File: src/rtl/cal_pulse_gen.sv
// rtl/cal_pulse_gen.sv - programmable periodic pulse source (continuous or burst)
//
// Purpose:
//   Emits pulses of width_i cycles every period_i cycles, either forever
//   (burst_i == 0) or for exactly burst_i pulses. Configuration is sampled
//   on an accepted start and held for the whole run.
//
// Ports:
//   clk_i        system clock, rising edge
//   arst_i       asynchronous active-high reset
//   period_i     pulse period in clk_i cycles (sampled on accepted start)
//   width_i      pulse high time in clk_i cycles (sampled on accepted start)
//   burst_i      number of pulses, 0 = continuous (sampled on accepted start)
//   start_i      level start request, accepted only when idle
//   stop_i       abort request, wins over start_i
//   oe_i         output enable, gates pulse_o only
//   pulse_o      generated pulse (pulse_q & oe_i)
//   busy_o       high while a run is in progress
//   done_o       one-cycle flag on burst completion or taken stop
//   err_o        sticky configuration error, cleared by next valid start
//   pulse_cnt_o  rising edges of the pulse since the last accepted start

module cal_pulse_gen #(
  parameter int CNT_WIDTH   = 32,
  parameter int BURST_WIDTH = 16
) (
  input  logic                   clk_i,
  input  logic                   arst_i,
  input  logic [CNT_WIDTH-1:0]   period_i,
  input  logic [CNT_WIDTH-1:0]   width_i,
  input  logic [BURST_WIDTH-1:0] burst_i,
  input  logic                   start_i,
  input  logic                   stop_i,
  input  logic                   oe_i,
  output logic                   pulse_o,
  output logic                   busy_o,
  output logic                   done_o,
  output logic                   err_o,
  output logic [BURST_WIDTH-1:0] pulse_cnt_o
);

  typedef enum logic [1:0] {
    ST_IDLE = 2'd0,
    ST_HIGH = 2'd1,
    ST_LOW  = 2'd2
  } state_t;

  localparam logic [CNT_WIDTH-1:0]   C_ONE = {{(CNT_WIDTH-1){1'b0}}, 1'b1};
  localparam logic [CNT_WIDTH-1:0]   C_TWO = {{(CNT_WIDTH-2){1'b0}}, 2'b10};
  localparam logic [BURST_WIDTH-1:0] B_ONE = {{(BURST_WIDTH-1){1'b0}}, 1'b1};

  state_t                 state_q, state_d;
  logic [CNT_WIDTH-1:0]   phase_q, phase_d;
  logic [CNT_WIDTH-1:0]   period_q, period_d;
  logic [CNT_WIDTH-1:0]   width_q, width_d;
  logic [BURST_WIDTH-1:0] burst_q, burst_d;
  logic [BURST_WIDTH-1:0] pulse_cnt_q, pulse_cnt_d;
  logic                   pulse_q, pulse_d;
  logic                   done_q, done_d;
  logic                   err_q, err_d;

  // Decode of the current run position and the start request.
  logic start_req;
  logic cfg_valid;
  logic at_high_end;
  logic at_period_end;
  logic burst_complete;
  logic running;

  // width_i < period_i implies width_i <= period_i - 1 without an underflow risk.
  assign cfg_valid      = (period_i >= C_TWO) && (width_i != '0) && (width_i < period_i);
  assign start_req      = start_i && !stop_i;
  assign running        = (state_q != ST_IDLE);
  assign at_high_end    = (phase_q == (width_q - C_ONE));
  assign at_period_end  = (phase_q == (period_q - C_ONE));
  assign burst_complete = (burst_q != '0) && at_period_end && (pulse_cnt_q == burst_q);

  // State register together with every other registered value.
  always_ff @(posedge clk_i or posedge arst_i) begin
    if (arst_i) begin
      state_q     <= ST_IDLE;
      phase_q     <= '0;
      period_q    <= '0;
      width_q     <= '0;
      burst_q     <= '0;
      pulse_cnt_q <= '0;
      pulse_q     <= 1'b0;
      done_q      <= 1'b0;
      err_q       <= 1'b0;
    end else begin
      state_q     <= state_d;
      phase_q     <= phase_d;
      period_q    <= period_d;
      width_q     <= width_d;
      burst_q     <= burst_d;
      pulse_cnt_q <= pulse_cnt_d;
      pulse_q     <= pulse_d;
      done_q      <= done_d;
      err_q       <= err_d;
    end
  end

  // Next-state logic.
  always_comb begin
    state_d = state_q;
    case (state_q)
      ST_IDLE: begin
        if (start_req && cfg_valid) begin
          state_d = ST_HIGH;
        end
      end
      ST_HIGH: begin
        if (stop_i) begin
          state_d = ST_IDLE;
        end else if (at_high_end) begin
          state_d = ST_LOW;
        end
      end
      ST_LOW: begin
        if (stop_i) begin
          state_d = ST_IDLE;
        end else if (at_period_end) begin
          state_d = burst_complete ? ST_IDLE : ST_HIGH;
        end
      end
      default: state_d = ST_IDLE;
    endcase
  end

  // Datapath / output next values.
  always_comb begin
    phase_d     = phase_q;
    period_d    = period_q;
    width_d     = width_q;
    burst_d     = burst_q;
    pulse_cnt_d = pulse_cnt_q;
    done_d      = 1'b0;
    err_d       = err_q;

    case (state_q)
      ST_IDLE: begin
        if (start_req) begin
          err_d = !cfg_valid;
          if (cfg_valid) begin
            period_d    = period_i;
            width_d     = width_i;
            burst_d     = burst_i;
            phase_d     = '0;
            pulse_cnt_d = B_ONE;
          end
        end
      end
      ST_HIGH, ST_LOW: begin
        if (stop_i) begin
          phase_d = '0;
          done_d  = 1'b1;
        end else if (at_period_end) begin
          phase_d = '0;
          if (burst_complete) begin
            done_d = 1'b1;
          end else begin
            // Only LOW can sit on the last phase, so this is a LOW->HIGH edge.
            // Continuous mode lets the counter wrap naturally.
            pulse_cnt_d = pulse_cnt_q + B_ONE;
          end
        end else begin
          phase_d = phase_q + C_ONE;
        end
      end
      default: begin
        phase_d = '0;
      end
    endcase

    // HIGH is exactly the span phase < width, so the pulse mirrors that state.
    pulse_d = (state_d == ST_HIGH);
  end

  assign pulse_o     = pulse_q & oe_i;
  assign busy_o      = running;
  assign done_o      = done_q;
  assign err_o       = err_q;
  assign pulse_cnt_o = pulse_cnt_q;

endmodule

File: config.mk
export PLATFORM = sky130hd
export DESIGN_NAME = cal_pulse_gen
export DESIGN_NICKNAME = d
export VERILOG_FILES = /design/src/rtl/cal_pulse_gen.sv
export SDC_FILE = /design/constraint.sdc
export NUM_CORES = 1
export LEC_CHECK = 0
export CORE_ASPECT_RATIO = 1.5
export CORE_MARGIN = 5
export CORE_UTILIZATION = 45
export CTS_CLUSTER_DIAMETER = 120
export DETAILED_ROUTE_END_ITERATION = 6
export GPL_TIMING_DRIVEN = 0
export MAX_ROUTING_LAYER = met4
export PLACE_DENSITY_LB_ADDON = 0.1
export SYNTH_ARGS = -nofsm -noshare
export SYNTH_HDL_FRONTEND = slang
export SYNTH_SLANG_ARGS = --single-unit
File: constraint.sdc
create_clock -name clk_i -period 8.6 [get_ports clk_i]
set_clock_uncertainty 0.1 [all_clocks]
set_input_delay 1.72 -clock clk_i [delete_from_list [all_inputs] [get_ports clk_i]]
set_output_delay 1.72 -clock clk_i [all_outputs]
set_load 0.01 [all_outputs]
==> flow_summary_export.csv, run 1 <==
group,metric,value,unit
floorplanning,core_area,0.0210,mm2
detailed_routing,dr.pass1.iters,5,
finish,post-route-util,55.1,%
detailed_routing,final_antenna_net_count,0,
critical_path,required,8.77,ns
detailed_routing,wl_per_cell,21.4,um
place,place_congestion,0.938,
power,switchingPower,1.22,mW
floorplanning,die_h,188,um
timing,setup-violations-final,0,
logic_synthesis,synthMuxAreaShare,9.36,%
power,seqPwrFrac,36.1,%
logic_synthesis,synth-edff-count,0,
finish,final_area,0.0116,mm2
clock_network,post_cts_buffers,0,
timing,hold_violations,0,
global_route,grt_start_max_net_pins,90,
logic_synthesis,synth-xor-area-share,8.81,%
clock_network,cts_buffers,17,
finish,drive_gt1_share,11.9,%
power,p_leak,4.52,nW
clock_network,clk_pin_slew,0.06,ns
power,power,3.13,mW
logic_synthesis,ys_seq_area_share,34.9,%
timing,tns,0,ns
floorplanning,dieArea,0.0243,mm2
global_route,antenna_found_initial,0,
logic_synthesis,syn_nets,1180,
critical_path,start_kind,"input pin",
global_route,grt_pass1_wl,49900,um
timing,period_needed,6.32,ns
global_route,global_route.usage.total,27.4,%
logic_synthesis,syn_area_per_cell,9.04,um2
finish,final_common_cell,"dfrtp_1",
clock_network,postCtsHoldBufs,0,
floorplanning,die_w,129,um
clock_network,cts_tree,"yes",
finish,fin_nets,1304,
critical_path,cp_max_fo,10,
power,power_frac_clock,24.2,%
logic_synthesis,ys_async_sr_fraction,100,%
logic_synthesis,synthSimpleGateAreaFrac,21.5,%
critical_path,worstSetupPathType,"input pin to flip-flop",
job,drv_cap,0,
place,dpl.hpwl,24700,um
logic_synthesis,ys_warn_count,0,
logic_synthesis,yosysTopAreaCell,"dfrtp_1",
global_route,grt_pass1_vias,9121,
logic_synthesis,yosys.cell_types.count,70,
power,vdd_ir_drop_max,177,uV
power,powerDensity,271,mW/mm2
global_route,grt_overflow_total,0,
floorplanning,ios,105,
status,status,"finished, final reports clean",
timing,grt_setup_unrepaired,"no",
critical_path,crit_arrival,6.49,ns
timing,tightest_slew,1.24,ns
clock_network,clockBufferDepth,2,
detailed_routing,num_vias,8732,
place,dpl-instance-area,0.0110,mm2
finish,final_cell_mix,"dfrtp_1 (133), clkdlybuf4s50_1 (104), nand2_1 (89), mux2_2 (74), xnor2_1 (60)",
floorplanning,rows,65,
timing,maxSlewViolCount,0,
timing,final.setup.worst_slack,2.28,ns
logic_synthesis,netlist_top_cells_area,"dfrtp_1 (35%), mux2_2 (8.7%), xnor2_1 (5.5%), ha_1 (5.1%), nor4_1 (3.7%)",
detailed_routing,via_per_inst,5.98,
power,pwr-share-comb,39.6,%
clock_network,cts_resized,0,
critical_path,cp-end-kind,"flip-flop",
clock_network,h-tree-depth,4,
logic_synthesis,synthCells,1056,
power,intPower,1.91,mW
finish,area.growth.synth_to_final,21.2,%
detailed_routing,wirelength,31300,um
clock_network,clkSinkCount,133,
place,numPortBuffers,104,
logic_synthesis,synth_top_family_by_area,"simple AND/OR/NAND/NOR gates",
detailed_routing,drt_iter0_markers,539,
logic_synthesis,syn_area,0.00955,mm2
timing,slew_headroom,16.9,%
min_path,hp-class,"flip-flop to flip-flop",
timing,hold_ws,0.428,ns
place,dp_cells,1429,
place,dp_slack,1.78,ns
finish,n_antenna_cell,0,
detailed_routing,route.detailed.drc,0,
finish,final_cells,1461,
clock_network,cts_root_buf,"clkbuf_16",
timing,fin_crit_sh,73.5,%
clock_network,clock_latency,0.43,ns
logic_synthesis,synthAdderAreaFrac,5.11,%
logic_synthesis,yosysTopAreaCellShare,34.9,%
logic_synthesis,synthFlopType,"dfrtp_1",
logic_synthesis,synth_seq_cells,133,
logic_synthesis,synth-compound-area-share,15.7,%
timing,fmax,0.158,GHz
power,netSwitchingFraction,39.1,%
floorplanning,initial_utilization,45.5,%
==> state kept, by name (all words and copies together), names as in the netlist <==
| name | count |
|---|---|
| burst_q | 16 |
| done_o | 1 |
| err_o | 1 |
| period_q | 32 |
| phase_q | 32 |
| pulse_cnt_o | 16 |
| pulse_q | 1 |
| state_q | 2 |
| width_q | 32 |
==> power by group through the flow <==
stage | combinational (mW) | sequential, mW | clock (mW)
2_1_floorplan | 0.937 | 1.03 | 0
3_5_place_dp | 1.23 | 1.14 | 0
4_1_cts | 1.23 | 1.13 | 0.774
6_report | 1.24 | 1.13 | 0.760
5_1_grt | 1.38 | 1.17 | 0.808
3_3_place_gp | 1.21 | 1.14 | 0
==> final cells by class <==
cell class / count / area (um2)
clock inverters: 9 / 124
repair buffers: 105 / 1070
multi-input cells: 804 / 5770
plain buffers: 64 / 244
clock buffers: 23 / 488
well taps: 268 / 335
flip-flops and latches: 133 / 3330
inverters: 55 / 211
fillers: 2004 / 9410
==> synth_stat cells, drive strengths merged, types with 8 or more instances <==
master	n
mux2	74
a31oi	10
or2	10
or4	12
nand2	89
or3	19
a31o	14
o31ai	16
o21ai	47
and4	8
ha	39
inv	55
clkbuf	56
nor4	57
xnor2	60
nor2b	9
a21o	20
dfrtp	133
nor2	49
a21oi	26
xor2	36
nor3	37
nand3	22
nand4	34
buf	8
==> cells by family after synthesis <==
family                   after synthesis
AND/OR/NAND/NOR                      381
AO/OA/AOI/OAI                        208
flip-flops                           133
buffers and inverters                119
XOR/XNOR                              96
multiplexers                          80
adder cells (fa/ha/maj)               39
==> metal layers <==
| metal | part of all wire, % | global-route usage [%] | up-vias |
|---|---|---|---|
| met2 | 50 | 46.0 | 254 |
| met1 | 40 | 30.6 | 4225 |
| met4 | 6.7 | 16.1 | 0 |
| met3 | 3.7 | 3.91 | 101 |
| met5 | 0 | - | - |
| li1 | - | - | 4152 |
==> worst max-delay path, cell delays in order <==
cell             delay, ns
clkdlybuf4s50_1       0.58
inv_1                 0.07
ha_1                  0.31
nand4_1               0.16
or4_1                 0.64
or2_2                 0.31
o32ai_1               0.97
nor3_1                0.47
clkbuf_1              0.42
a2111oi_0             0.69
nor3_1                0.16
==> final timing paths <==
| check | start | endpoint | slack (ns) | depth (start not counted) |
|---|---|---|---|---|
| min | period_q[31] | period_q[31] | 0.43 | 1 |
| max | period_i[31] | pulse_q | 2.28 | 11 |
| min in group asynchronous | arst_i | period_q[27] | 1.60 | 2 |
| max in group asynchronous | arst_i | phase_q[9] | 6.00 | 3 |
| min reg2reg | period_q[31] | period_q[31] | 0.43 | 1 |
| max reg2reg | period_q[0] | pulse_cnt_o[7] | 4.10 | 13 |
Power figures use the tool's default switching activity.
==> run 2: changes to the inputs <==
Clock period 8.6 ns to 6.45 ns, I/O delays scaled along.
==> results of run 2 <==
Same layout as run 1 (identical final DEF). Status: finished, final reports clean.
Among the figures that moved: setup slack after placement 1.78 ns -> 0.0568 ns; setup slack after layout 2.28 ns -> 0.560 ns; register-to-register setup slack 4.10 ns -> 1.95 ns; total power 3.13 mW -> 4.18 mW; worst IR drop on VDD 177 uV -> 236 uV
